**src/rtl/vx_writeback_arb.sv**
```systemverilog
`default_nettype none
// ============================================================================
// Module   : vx_writeback_arb
// Purpose  : Round-robin writeback arbiter over execution-unit result streams,
//            packet-locked until eop, with registered writeback and retire count.
// Revision : 1.0 - initial release
// ============================================================================
module vx_writeback_arb #(
    parameter int NUM_UNITS   = 4,
    parameter int NUM_THREADS = 4,
    parameter int XLEN        = 32,
    parameter int NW_BITS     = 2,
    parameter int NR_BITS     = 6,
    parameter int UUID_WIDTH  = 44,
    parameter int PC_WIDTH    = 32
) (
    input  logic                              clk,
    input  logic                              reset,
    input  logic [NUM_UNITS-1:0]              unit_valid,
    output logic [NUM_UNITS-1:0]              unit_ready,
    input  logic [NUM_UNITS*UUID_WIDTH-1:0]   unit_uuid,
    input  logic [NUM_UNITS*NW_BITS-1:0]      unit_wid,
    input  logic [NUM_UNITS*PC_WIDTH-1:0]     unit_PC,
    input  logic [NUM_UNITS*NUM_THREADS-1:0]  unit_tmask,
    input  logic [NUM_UNITS-1:0]              unit_wb,
    input  logic [NUM_UNITS*NR_BITS-1:0]      unit_rd,
    input  logic [NUM_UNITS*NUM_THREADS*XLEN-1:0] unit_data,
    input  logic [NUM_UNITS-1:0]              unit_eop,
    output logic                              wb_valid,
    output logic [UUID_WIDTH-1:0]             wb_uuid,
    output logic [NW_BITS-1:0]                wb_wid,
    output logic [PC_WIDTH-1:0]               wb_PC,
    output logic [NUM_THREADS-1:0]            wb_tmask,
    output logic [NR_BITS-1:0]                wb_rd,
    output logic [NUM_THREADS*XLEN-1:0]       wb_data,
    output logic                              wb_eop,
    output logic                              commit_valid,
    output logic [NW_BITS-1:0]                commit_wid,
    output logic [63:0]                       instret
);

    localparam int IDX_W  = (NUM_UNITS > 1) ? $clog2(NUM_UNITS) : 1;
    localparam int DATA_W = NUM_THREADS * XLEN;

    logic [IDX_W-1:0] rr_ptr;
    logic [IDX_W-1:0] lock_idx;
    logic             lock;
    logic [IDX_W-1:0] grant_idx;
    logic             grant_valid;
    logic [IDX_W-1:0] cand;
    logic [IDX_W-1:0] next_ptr;

    // Scan downward so the last hit written is the lowest offset from rr_ptr.
    always_comb begin
        grant_valid = 1'b0;
        grant_idx   = '0;
        cand        = '0;
        if (lock) begin
            grant_valid = unit_valid[lock_idx];
            grant_idx   = lock_idx;
        end else begin
            for (int off = NUM_UNITS - 1; off >= 0; off--) begin
                cand = IDX_W'((int'(rr_ptr) + off) % NUM_UNITS);
                if (unit_valid[cand]) begin
                    grant_valid = 1'b1;
                    grant_idx   = cand;
                end
            end
        end
    end

    always_comb begin
        unit_ready = '0;
        if (grant_valid && !reset) begin
            unit_ready[grant_idx] = 1'b1;
        end
    end

    assign next_ptr = IDX_W'((int'(grant_idx) + 1) % NUM_UNITS);

    always_ff @(posedge clk or posedge reset) begin
        if (reset) begin
            rr_ptr       <= '0;
            lock         <= 1'b0;
            lock_idx     <= '0;
            wb_valid     <= 1'b0;
            wb_uuid      <= '0;
            wb_wid       <= '0;
            wb_PC        <= '0;
            wb_tmask     <= '0;
            wb_rd        <= '0;
            wb_data      <= '0;
            wb_eop       <= 1'b0;
            commit_valid <= 1'b0;
            commit_wid   <= '0;
            instret      <= '0;
        end else begin
            wb_valid     <= 1'b0;
            commit_valid <= 1'b0;
            if (grant_valid) begin
                wb_valid <= unit_wb[grant_idx];
                wb_uuid  <= unit_uuid[grant_idx*UUID_WIDTH +: UUID_WIDTH];
                wb_wid   <= unit_wid[grant_idx*NW_BITS +: NW_BITS];
                wb_PC    <= unit_PC[grant_idx*PC_WIDTH +: PC_WIDTH];
                wb_tmask <= unit_tmask[grant_idx*NUM_THREADS +: NUM_THREADS];
                wb_rd    <= unit_rd[grant_idx*NR_BITS +: NR_BITS];
                wb_data  <= unit_data[grant_idx*DATA_W +: DATA_W];
                wb_eop   <= unit_eop[grant_idx];
                if (unit_eop[grant_idx]) begin
                    lock         <= 1'b0;
                    rr_ptr       <= next_ptr;
                    instret      <= instret + 64'd1;
                    commit_valid <= 1'b1;
                    commit_wid   <= unit_wid[grant_idx*NW_BITS +: NW_BITS];
                end else begin
                    lock     <= 1'b1;
                    lock_idx <= grant_idx;
                end
            end
        end
    end

endmodule
`default_nettype wire
```
**config.mk**
```make
export PLATFORM = sky130hd
export DESIGN_NAME = vx_writeback_arb
export DESIGN_NICKNAME = d
export VERILOG_FILES = /design/src/rtl/vx_writeback_arb.sv
export SDC_FILE = /design/constraint.sdc
export NUM_CORES = 1
export LEC_CHECK = 0
export BUFFER_PORTS_ARGS = -buffer_cell sky130_fd_sc_hd__buf_2
export CORE_AREA = 2 2 455 457
export DETAILED_ROUTE_END_ITERATION = 10
export DIE_AREA = 0 0 457 459
export GPL_TIMING_DRIVEN = 1
export PLACE_DENSITY = 0.33
export RECOVER_POWER = 50
export SLEW_MARGIN = 30
export SYNTH_ARGS = -nofsm -noshare
export SYNTH_HDL_FRONTEND = slang
export SYNTH_SLANG_ARGS = --single-unit
```
**constraint.sdc**
```tcl
create_clock -name clk -period 10.6 [get_ports clk]
set_input_delay 0 -clock clk [delete_from_list [all_inputs] [get_ports clk]]
set_output_delay 0 -clock clk [all_outputs]
set_load 0.05 [all_outputs]
```
-- Word level (Yosys, flattened, before mapping)
Cells that the tools add are included.
- bits of input ports: 878
- word-level logic and storage cells: 71
- output and inout bits: 289
- register bits: 290
- reduce and logical (&&, ||, !) cells: 5
- shifts and indexed selects: 6
- mux-type cells: 31
- add/sub/neg operators: 5
- magnitude comparators: 7
- $mul: 2
- bitwise operators: 1
- operators with widths (cell ; number):
    indexed part select 512 x 10 -> 128 bit ; 1
    indexed part select 176 x 9 -> 44 bit ; 1
    indexed part select 128 x 8 -> 32 bit ; 1
    adder 64 x 1 -> 64 bit, second input constant ; 1
    indexed part select 24 x 6 -> 6 bit ; 1
    < comparator 2 x 3 -> 1 bit, second input constant ; 6
    2-to-1 mux 1 bit ; 17
    indexed part select 16 x 5 -> 4 bit ; 1
    binary-select mux 1 bit (select 2 bit) ; 7
    2-to-1 mux 2 bit ; 5
    indexed part select 8 x 4 -> 2 bit ; 1
    multiplier 2 x 4 -> 6 bit, second input constant ; 1
    adder 2 x 1 -> 2 bit, second input constant ; 2
    adder 2 bit, second input constant ; 2
    multiplier 2 x 2 -> 4 bit, second input constant ; 1
    2-to-1 mux 4 bit ; 1
    AND reduction 2 bit ; 2
    demux 1 bit (select 2 bit) ; 1
    >= comparator 2 x 1 -> 1 bit, second input constant ; 1
    logical AND 1 bit ; 2
    logical NOT 1 bit ; 1
    NOT 1 bit ; 1

-- Depth between registers and ports, before layout
Gate-level depths: netlist of the first run.
- word-level depth: 13
- gate-level depth with buffers: 15
- depth with buffers taken out: 10

-- Worst setup path after synthesis of the first run
OpenSTA, ideal clock, no wires.
- path kind: reg-to-output
- start: register rr_ptr[1]
- end: output unit_ready[0]
- data arrival time: 3291 ps
- stages on the path, launching flop included: 13
- buffers on the path: 5
- slack: 7309 ps
- path through: dfrtp_1 buf_6 nand2b_1 a21oi_1 o21ai_0 or2_1 buf_2 clkinv_2 buf_2 clkbuf_1 clkbuf_1 ha_1 nor3b_1
- longest elaborated chain between the ends: 13
- RTL lines (what ; line ; source):
    start, declared ; 45 ; logic [IDX_W-1:0] rr_ptr;
    start signal, assigned ; 111 ; rr_ptr <= next_ptr;
    adder 2 bit ; 63 ; cand = IDX_W'((int'(rr_ptr) + off) % NUM_UNITS);
    binary-select mux 1 bit (select 2 bit) ; 64 ; if (unit_valid[cand]) begin
    2-to-1 mux 1 bit (implied by the code) ; 64 ;
    2-to-1 mux 2 bit (3 in series) ; 64 ;
    2-to-1 mux 2 bit * ; 64 ;
    2-to-1 mux 2 bit * ; 58 ; if (lock) begin
    via grant_idx[0] ; 48 ; logic [IDX_W-1:0] grant_idx;
    < comparator 2 x 3 -> 1 bit (implied by the code) / >= comparator 2 x 1 -> 1 bit (equally long branches) ; 75 ; unit_ready[grant_idx] = 1'b1;
    logical AND 1 bit (implied by the code) ; 75 ;
    2-to-1 mux 1 bit (implied by the code) ; 75 ;
    demux 1 bit (select 2 bit) * ; 75 ;
    2-to-1 mux 4 bit * ; 74 ; if (grant_valid && !reset) begin
    end, declared ; 20 ; output logic [NUM_UNITS-1:0] unit_ready,
Mark *: on every way through the listed nets, which the timed path passes. The rest lies on a longest branch. The select of a mux whose other input is x is not followed.

==> metrics, run 1 <==
Syn Inst Count=2,714; Synth Register Bits=290; starting DRC count in detailed routing=1,491; Clock Pin Slew Worst Setup and Hold Paths=0.06 ns; Worst R2R Setup Slack=5.25 ns; Slew Limit Fails=194; asr flop ratio synth=100%; clk_lat worst skew=0.65 ns; Syn Area/Cell=6.69 um2; Final Util=16.9%; DR top layer=met5; crit path kind=primary input to async pin; core box area=206,000 um2; Max FO, Critical Path=87; CP cell instances=dlygate4sd3_1 -> clkbuf_1 -> clkinvlp_2 -> clkbuf_1; Peak Freq=0.149 GHz; HP Class=primary input to flip-flop; nets=5,280; PnR Total Power=12,000 uW; Post-Syn Area=18,200 um2; final period utilization=63.4%; antenna-violating nets left=0; Logic pwr share=70.2%; EDFF count, synth=0; HPWL after DPL=129,000 um; Critical Path Start Type=primary input; # port buffers=1,166; Max IR drop VDD=0.186 mV; ys flop type=dfrtp_1; Least-Margin Pin Slew=4.71 ns; global-route wire length before repair=212,000 um; clk root buf=clkbuf_16; Worst Path Arrival=6.55 ns; all-layer global routing usage=14.4%; reg2reg end=wb_data[45]$_DFFE_PP0P_; fin crit period=6.72 ns; # setup viols final=0; number of global-route vias before repair=25,866; Seq/Total Area, Yosys=40.0%; R2R depth=13; critical path's most frequent cell=clkbuf_1; Req. time, crit path=10.43 ns; postcts setup bufs=0; Via density=3.60; Final TNS setup=0 ns; Routed met1 length=66,200 um; placed cells=6,405; Static Leak=0.0157 uW; sequential power share=15.9%; Die Wd=457 um; synth warn=0; grt total ovfl=0; Pre-antenna DRT Iters=5; Post-route DRC=0; routed wl met2=73,000 um; CTS Sinks=290; most frequent cells after synthesis=1,327 x nand2_1, 432 x a21oi_1, 290 x dfrtp_1; Max-slew headroom=-214%; CTS tree=done; area leader, netlist=dfrtp_1; Clock Tree Buf Depth=3; switching part of the total power=54.3%; failing checks=capacitance limit, slew limit; fin cells=7,185; initial antenna violation count=102; Max Cap Viol=3; Yosys top cell area share=40.0%; power per cell area=347 nW/um2; Num CTS Buffers=46; reg2reg start=rr_ptr[0]$_DFFE_PP0P_; Hold Path Depth=5; die area=210,000 um2; Max Clock Skew=0.0196 ns; I/O pins=1,167; WL per Instance=22.0 um; largest net degree at the start of global routing=166; Area growth syn-to-layout=91.0%; Vias=25,861; initial core utilization=8.83%; critical path's slowest cell=clkbuf_1; hold_sp=unit_data[148]; Psw=6530 uW; Internal=5500 uW; Die Ht=459 um; metal3 WL=14,400 um; Hold Vio Cnt, Final=0; CP endpoint kind=async pin; Post-Route WL=158,000 um; clock network power share=13.9%; dominant cells by area after synthesis=dfrtp_1 40%, nand2_1 27%, a21oi_1 12%; crit-path max cell delay=2.87 ns; Worst Hold Endpoint=wb_data[20]$_DFFE_PP0P_; top-count cell post-synth=nand2_1; Rows=167; fraction of layout cells with a size suffix above 1=22.9%; Final GP Congestion=0.905; status=finished with violations; syn nets=3,597; H-tree levels=2; RSZ-0062 raised after global routing=false; synth unique cells=45
## logic make-up after synthesis
kind of cell / share of synthesized area [%]
XOR/XNOR: 3.04
flip-flops: 40.0
AO/OA/AOI/OAI: 18.4
adder cells (fa/ha/maj): 0.344
multiplexers: 1.10
AND/OR/NAND/NOR: 32.3
buffers and inverters: 4.85
## per-layer routing
| layer | global-route usage [%] | up-vias |
|---|---|---|
| li1 | - | 12307 |
| met5 | 0 | - |
| met1 | 17.6 | 12171 |
| met2 | 23.7 | 1120 |
| met4 | 4.25 | 38 |
| met3 | 4.99 | 225 |
## placed cells by master (no fill, tap or decap), types with 15 or more instances in the layout
cell type | synthesis | routed
nand2_1 | 1327 | 1327
buf_2 | 16 | 880
dlygate4sd3_1 | 0 | 648
a21oi_1 | 432 | 432
clkbuf_1 | 159 | 293
dfrtp_1 | 290 | 290
o21ai_0 | 219 | 219
diode_2 | 0 | 48
clkbuf_16 | 0 | 47
xnor2_1 | 37 | 37
nand3_1 | 28 | 28
xor2_1 | 26 | 26
nand4_1 | 25 | 25
buf_4 | 4 | 21
and3_1 | 15 | 15
## what timing repair did
item                                   CTS  global route
hold buffers                           648             0
resized for setup                        0             0
endpoints found under the hold margin  305             0
## how the worst max path moves through the flow
stage | from | to | slack (ns) | cells past startpoint
detailed placement | rr_ptr[0]$_DFFE_PP0P_ | wb_wid[1]$_DFFE_PP0P_ | 5.97 | 10
global placement | rr_ptr[0]$_DFFE_PP0P_ | wb_wid[1]$_DFFE_PP0P_ | 6.03 | 10
global route | reset | wb_data[25]$_DFFE_PP0P_ | 2.44 | 4
CTS | rr_ptr[0]$_DFFE_PP0P_ | wb_data[55]$_DFFE_PP0P_ | 5.00 | 13
finish | reset | instret[15]$_DFFE_PP0P_ | 3.88 | 4
floorplan | reset | commit_valid$_DFF_PP0_ | 2.59 | 1
## power groups by stage
stage | clock network (uW) | logic, uW | registers (uW)
2_1_floorplan | 0 | 2950 | 3340
4_1_cts | 1760 | 8730 | 1910
6_report | 1670 | 8450 | 1910
3_5_place_dp | 0 | 7000 | 1930
3_3_place_gp | 0 | 6990 | 1920
5_1_grt | 1790 | 9240 | 1980
## layout make-up
class                           count  area (um2)
Sequential cell                   290        7260
Clock inverter                     20         239
Antenna cell                       48         120
Clock buffer                       64        1360
Timing Repair Buffer             1842       12200
Multi-Input combinational cell   2207       10000
Inverter                           10        63.8
Tap cell                         2704        3380
Fill cell                       24068      171000
## stage by stage
stage	hold slack, ns	instance area (um2)	worst slack, ns
after floorplan	0.152	18200	2.59
after detailed placement	0.240	26800	5.97
after global placement	0.244	26800	6.03
final	0.0934	34700	3.88
after global routing	0.0674	34600	2.44
after CTS	0.00652	34900	5.00
## flip-flops by register name, summed over array words and instances (netlist names)
register      flops
wb_wid            2
lock_idx          2
wb_PC            32
wb_eop            1
wb_tmask          4
commit_valid      1
commit_wid        2
rr_ptr            2
instret          64
wb_valid          1
wb_uuid          44
wb_rd             6
lock              1
wb_data         128
## worst max-delay path: cells and delay by family
family                 cells  cell delay [ns]
buffers and inverters      4             6.28
(Power assumes the default switching activity.)
==> inputs of run 2 (changes only) <==
- PLACE_DENSITY: 0.33 -> 0.34
- clock period: 10.6 -> 5.5 ns (I/O delays scaled with it)
==> metrics, run 2 (synthesis gave the netlist of run 1 again) <==
Vias=25,925 (was 25,861); Least-Margin Pin Slew=3.49 ns (was 4.71 ns); initial antenna violation count=121 (was 102); switching part of the total power=54.3% (about the same); Post-route DRC=0 (unchanged); RSZ-0062 raised after global routing=false (unchanged); Hold Path Depth=5 (unchanged); Max FO, Critical Path=73 (was 87); grt total ovfl=0 (unchanged); die area=210,000 um2 (unchanged); multi-input logic area=10,100 um2 (was 10,000 um2); Max-slew headroom=-133% (was -214%); Post-Route WL=162,000 um (was 158,000 um); Max Cap Viol=3 (unchanged); antenna-violating nets left=0 (unchanged); register area=7260 um2 (unchanged); I/O pins=1,167 (unchanged); CP endpoint kind=flip-flop (was async pin); final hold slack=0.0587 ns (was 0.0934 ns); H-tree levels=2 (unchanged); WL per Instance=22.6 um (was 22.0 um); power per cell area=677 nW/um2 (was 347 nW/um2); core box area=206,000 um2 (unchanged); Slew Limit Fails=189 (was 194); commonest non-fill, non-tap cell in the layout=nand2_1 (unchanged); Max Clock Skew=0.0295 ns (was 0.0196 ns); Post-CTS Resized=0 (unchanged); Via density=3.61 (was 3.60); Logic pwr share=70.7% (was 70.2%); GR Util met3=6.29% (was 4.99%); hold_buf cts=651 (was 648); Internal=10,800 uW (was 5500 uW); fraction of layout cells with a size suffix above 1=24.3% (was 22.9%); starting DRC count in detailed routing=1,406 (was 1,491); Rows=167 (unchanged); Hold Vio Cnt, Final=0 (unchanged); Final GP Congestion=0.902 (was 0.905); all-layer global routing usage=14.8% (was 14.4%); initial core utilization=8.83% (unchanged); final period utilization=85.7%; largest register by flop count=wb_data (unchanged); gr busiest metal=met2 (unchanged); # port buffers=1,166 (unchanged); reg2reg start=rr_ptr[0]$_DFFE_PP0P_ (unchanged); clk root buf=clkbuf_16 (unchanged); failing checks=capacitance limit, slew limit (unchanged); Die Wd=457 um (unchanged); Pre-antenna DRT Iters=5 (unchanged); Die Ht=459 um (unchanged); Req. time, crit path=6.02 ns (was 10.43 ns); CTS Sinks=290 (unchanged); reg2reg end=lock$_DFFE_PP0P_ (was wb_data[45]$_DFFE_PP0P_); global-route wire length before repair=215,000 um (was 212,000 um); nets=5,289 (was 5,280); Largest regs=wb_data x128, instret x64, wb_uuid x44 (unchanged); R2R depth=11 (was 13); sequential power share=15.5% (was 15.9%); clk_lat worst skew=0.66 ns (was 0.65 ns); Peak Freq=0.212 GHz; largest net degree at the start of global routing=178 (was 166); Static Leak=0.0160 uW (was 0.0157 uW); # setup viols final=0 (unchanged); most frequent cells in the layout=1,327 x nand2_1, 946 x buf_2, 651 x dlygate4sd3_1, 432 x a21oi_1, 290 x dfrtp_1 (was 1,327 x nand2_1, 880 x buf_2, 648 x dlygate4sd3_1, 432 x a21oi_1, 293 x clkbuf_1); HPWL after DPL=132,000 um (was 129,000 um); met1 Track Usage GR=17.9% (was 17.6%); Psw=12,900 uW (was 6530 uW); Max IR drop VDD=0.382 mV (was 0.186 mV); Area growth syn-to-layout=92.5% (was 91.0%); fin crit period=4.71 ns; Worst Path Arrival=5.23 ns (was 6.55 ns); postcts setup bufs=0 (unchanged); HP Class=primary input to flip-flop (unchanged); status=finished with violations (unchanged); Worst Hold Endpoint=wb_data[99]$_DFFE_PP0P_ (was wb_data[20]$_DFFE_PP0P_); Critical Path Start Type=flip-flop (was primary input); Final TNS setup=0 ns (unchanged); Worst R2R Setup Slack=0.79 ns (was 5.25 ns); Num CTS Buffers=46 (unchanged); Clock Tree Buf Depth=3 (unchanged); clock network power share=13.8% (was 13.9%); Clock Pin Slew Worst Setup and Hold Paths=0.05 ns (was 0.06 ns); FILL cells=23,960 (was 24,068); CTS tree=done (unchanged); met2 GRT Util=24.0% (was 23.7%); hold_sp=unit_data[355] (was unit_data[148]); max reg flops=128 (unchanged); number of global-route vias before repair=25,790 (was 25,866); crit path kind=flip-flop to flip-flop (was primary input to async pin)
## run 2: routing by layer
| metal | share of wire [%] | vias to the layer above |
|---|---|---|
| li1 | - | 12326 |
| met1 | 41 | 12111 |
| met2 | 45 | 1147 |
| met3 | 11 | 283 |
| met4 | 3.2 | 58 |
| met5 | 0.24 | - |
## run 2: power by group through the flow
| stage | Clock, uW | Sequential [uW] | Combinational, uW |
|---|---|---|---|
| 5_1_grt | 3490 | 3800 | 18300 |
| 3_3_place_gp | 0 | 3680 | 13800 |
| 2_1_floorplan | 0 | 6440 | 5680 |
| 3_5_place_dp | 0 | 3710 | 13800 |
| 6_report | 3260 | 3680 | 16700 |
| 4_1_cts | 3460 | 3670 | 17200 |
## run 2: final cells by class
| class | count | area share, % |
|---|---|---|
| Clock inverter | 17 | 0.780 |
| Timing Repair Buffer | 1851 | 35.8 |
| Multi-Input combinational cell | 2207 | 28.8 |
| Tap cell | 2704 | 9.68 |
| Antenna cell | 35 | 0.251 |
| Clock buffer | 66 | 3.80 |
| Inverter | 10 | 0.179 |
| Sequential cell | 290 | 20.8 |
## run 2: critical path, stage by stage (launching register included)
cell           delay [ns]
dfrtp_1              0.53
mux2i_1              0.25
o21bai_1             0.13
a211oi_1             0.31
a21o_4               0.40
buf_4                0.74
mux2i_1              0.15
dlygate4sd3_1        0.59
mux2i_1              0.23
dlygate4sd3_1        0.60
o21ai_0              0.07
dlygate4sd3_1        0.57
## run 2: metrics by stage
step | power, uW | std cells | setup WS (ns) | utilization, % | area [um2]
floorplan | 12100 | 2714 | 1.65 | - | 18200
global placement | 17500 | 6408 | 1.74 | 13.1 | 27000
detailed placement | 17600 | 6408 | 1.67 | 13.1 | 27000
CTS | 24300 | 7142 | 0.542 | 17.1 | 35100
global route | 25600 | 7169 | 0.465 | 17.0 | 34900
finish | 23700 | 7180 | 0.789 | 17.0 | 35000
## run 2: worst max-delay path by stage
stage                     cells past startpoint                endpoint                  start
after floorplan                               1  commit_valid$_DFF_PP0_                  reset
after global placement                        8      wb_valid$_DFF_PP0_  rr_ptr[0]$_DFFE_PP0P_
after detailed placement                      8      wb_valid$_DFF_PP0_  rr_ptr[0]$_DFFE_PP0P_
after CTS                                    11        lock$_DFFE_PP0P_  rr_ptr[0]$_DFFE_PP0P_
after global routing                         11        lock$_DFFE_PP0P_  rr_ptr[0]$_DFFE_PP0P_
final                                        11        lock$_DFFE_PP0P_  rr_ptr[0]$_DFFE_PP0P_
==> inputs of run 3 (changes only) <==
- REMOVE_ABC_BUFFERS: unset -> 1
==> metrics, run 3 (synthesis gave the netlist of run 1 again) <==
status=finished with violations (unchanged); failing checks=capacitance limit, slew limit (unchanged); hold_sp=unit_data[179] (was unit_data[355]); HPWL after DPL=107,000 um (was 132,000 um); all-layer global routing usage=12.4% (was 14.8%); Max IR drop VDD=0.476 mV (was 0.382 mV); Worst R2R Setup Slack=0.81 ns (was 0.79 ns); most frequent cells in the layout=1,327 x nand2_1, 880 x buf_2, 656 x dlygate4sd3_1, 432 x a21oi_1, 293 x clkbuf_1 (was 1,327 x nand2_1, 946 x buf_2, 651 x dlygate4sd3_1, 432 x a21oi_1, 290 x dfrtp_1); Post-CTS Resized=0 (unchanged); HP Class=primary input to flip-flop (unchanged); RSZ-0062 raised after global routing=false (unchanged); antenna-violating nets left=0 (unchanged); R2R depth=13 (was 11); Routed met1 length=56,200 um (was 66,800 um); initial antenna violation count=37 (was 121); Area growth syn-to-layout=91.7% (was 92.5%); Via density=3.51 (was 3.61); Critical Path Start Type=flip-flop (unchanged); Max Clock Skew=0.0184 ns (was 0.0295 ns); Clock Tree Buf Depth=3 (unchanged); largest net degree at the start of global routing=201 (was 178); Final TNS setup=0 ns (unchanged); nets=5,290 (was 5,289); Worst Path Arrival=5.16 ns (was 5.23 ns); Final GP Congestion=0.919 (was 0.902); DR top layer=met5 (unchanged); CP endpoint kind=flip-flop (unchanged); clk root buf=clkbuf_16 (unchanged); Rows=167 (unchanged); Vias=25,147 (was 25,925); commonest non-fill, non-tap cell in the layout=nand2_1 (unchanged); Static Leak=0.0158 uW (was 0.0160 uW); final period utilization=85.3% (was 85.7%); Largest regs=wb_data x128, instret x64, wb_uuid x44 (unchanged); Pre-antenna DRT Iters=5 (unchanged); routed wl met2=61,700 um (was 72,400 um); postcts setup bufs=0 (unchanged); Die Ht=459 um (unchanged); power per cell area=669 nW/um2 (was 677 nW/um2); Worst Hold Endpoint=wb_data[51]$_DFFE_PP0P_ (was wb_data[99]$_DFFE_PP0P_); Worst setup startpoint=rr_ptr[0]$_DFFE_PP0P_ (unchanged); grt total ovfl=0 (unchanged); Hold Vio Cnt, Final=0 (unchanged); Post-Route WL=135,000 um (was 162,000 um); metal3 WL=13,500 um (was 17,300 um); # setup viols final=0 (unchanged); die area=210,000 um2 (unchanged); global-route wire length before repair=188,000 um (was 215,000 um); Num CTS Buffers=47 (was 46); H-tree levels=2 (unchanged); Max-slew headroom=-150% (was -133%); I/O pins=1,167 (unchanged); max reg flops=128 (unchanged); number of global-route vias before repair=25,412 (was 25,790); Max FO, Critical Path=108 (was 73); CTS tree=done (unchanged); fraction of layout cells with a size suffix above 1=22.9% (was 24.3%); Post-route DRC=0 (unchanged); fin crit period=4.69 ns (was 4.71 ns); Least-Margin Pin Slew=3.73 ns (was 3.49 ns); Clock Pin Slew Worst Setup and Hold Paths=0.06 ns (was 0.05 ns); Max Cap Viol=1 (was 3); starting DRC count in detailed routing=1,130 (was 1,406); crit path kind=flip-flop to flip-flop (unchanged); PnR Total Power=23,300 uW (was 23,700 uW); clk_lat worst skew=0.64 ns (was 0.66 ns); reg2reg end=wb_uuid[29]$_DFFE_PP0P_ (was lock$_DFFE_PP0P_); placed cells=6,405 (was 6,408); Slew Limit Fails=69 (was 189); initial core utilization=8.83% (unchanged); core box area=206,000 um2 (unchanged); fin cells=7,157 (was 7,180); Hold Path Depth=5 (unchanged); CTS Sinks=290 (unchanged); Peak Freq=0.213 GHz (was 0.212 GHz); Die Wd=457 um (unchanged); reg2reg start=rr_ptr[0]$_DFFE_PP0P_ (unchanged); # port buffers=1,166 (unchanged); largest register by flop count=wb_data (unchanged); WL per Instance=18.9 um (was 22.6 um); Req. time, crit path=5.97 ns (was 6.02 ns)
-- run 3: cell types whose count changed in the layout (fill, tap and decap cells not counted), sizes merged --
cell         delta
buf            -67
clkbuf         +60
diode          -26
dlygate4sd3     +5
clkinv          +4
clkinvlp        -3
inv             +3
bufinv          +1
-- run 3: how the worst max path moves through the flow --
stage                                    endpoint  slack [ns]  cells past startpoint
after floorplan                     unit_ready[1]      -14.47                      3
after CTS                    wb_PC[8]$_DFFE_PP0P_        0.83                     12
after global placement    instret[56]$_DFFE_PP0P_        1.66                     11
final                     wb_uuid[29]$_DFFE_PP0P_        0.81                     13
after detailed placement  instret[12]$_DFFE_PP0P_        1.56                     11
after global routing      wb_tmask[0]$_DFFE_PP0P_        0.49                     13
-- run 3: critical path, cell delays in order (launching register included) --
cell and delay [ns]:
dfrtp_1 0.54, mux2i_1 0.23, o21bai_1 0.13, a211oi_1 0.29, a21o_4 0.57, inv_8 0.39, buf_4 0.42, buf_4 0.25
nand2_1 0.09, nand2_1 0.04, dlygate4sd3_1 0.55, a21oi_1 0.15, dlygate4sd3_1 0.57, o21ai_0 0.07
-- run 3: repair_timing --
action | CTS | global route
hold endpoints to repair | 288 | 0
endpoints found under the setup margin | 0 | 0
hold buffers | 656 | 0
-- run 3: final cells by class --
class                           count  area (um2)
Fill cell                       23835      171000
Clock buffer                       64        1340
Antenna cell                        9        22.5
Tap cell                         2704        3380
Clock inverter                     22         300
Timing Repair Buffer             1851       12400
Sequential cell                   290        7260
Inverter                           10        62.6
Multi-Input combinational cell   2207       10000
-- run 3: through the flow --
| stage | setup WS, ns | util (%) | hold WS, ns | instance area, um2 |
|---|---|---|---|---|
| floorplan | -14.47 | - | 0.152 | 17300 |
| global placement | 1.66 | 13.1 | 0.185 | 26900 |
| detailed placement | 1.56 | 13.1 | 0.189 | 26900 |
| CTS | 0.829 | 17.1 | 0.0149 | 35100 |
| global route | 0.491 | 16.9 | 0.0514 | 34800 |
| finish | 0.808 | 16.9 | 0.0496 | 34800 |
-- run 3: metal layers --
metal | track usage [%] | up-vias
li1 | - | 12293
met1 | 14.8 | 11719
met2 | 20.6 | 928
met3 | 4.98 | 165
met4 | 2.96 | 42
met5 | 0 | -
-- run 3: where the power goes --
| group | switching, uW | total (uW) | internal [uW] | leakage (uW) |
|---|---|---|---|---|
| Clock | 1300 | 3330 | 2030 | 0.000819 |
| Sequential | 626 | 3710 | 3080 | 0.00360 |
| Combinational | 10600 | 16300 | 5690 | 0.0114 |
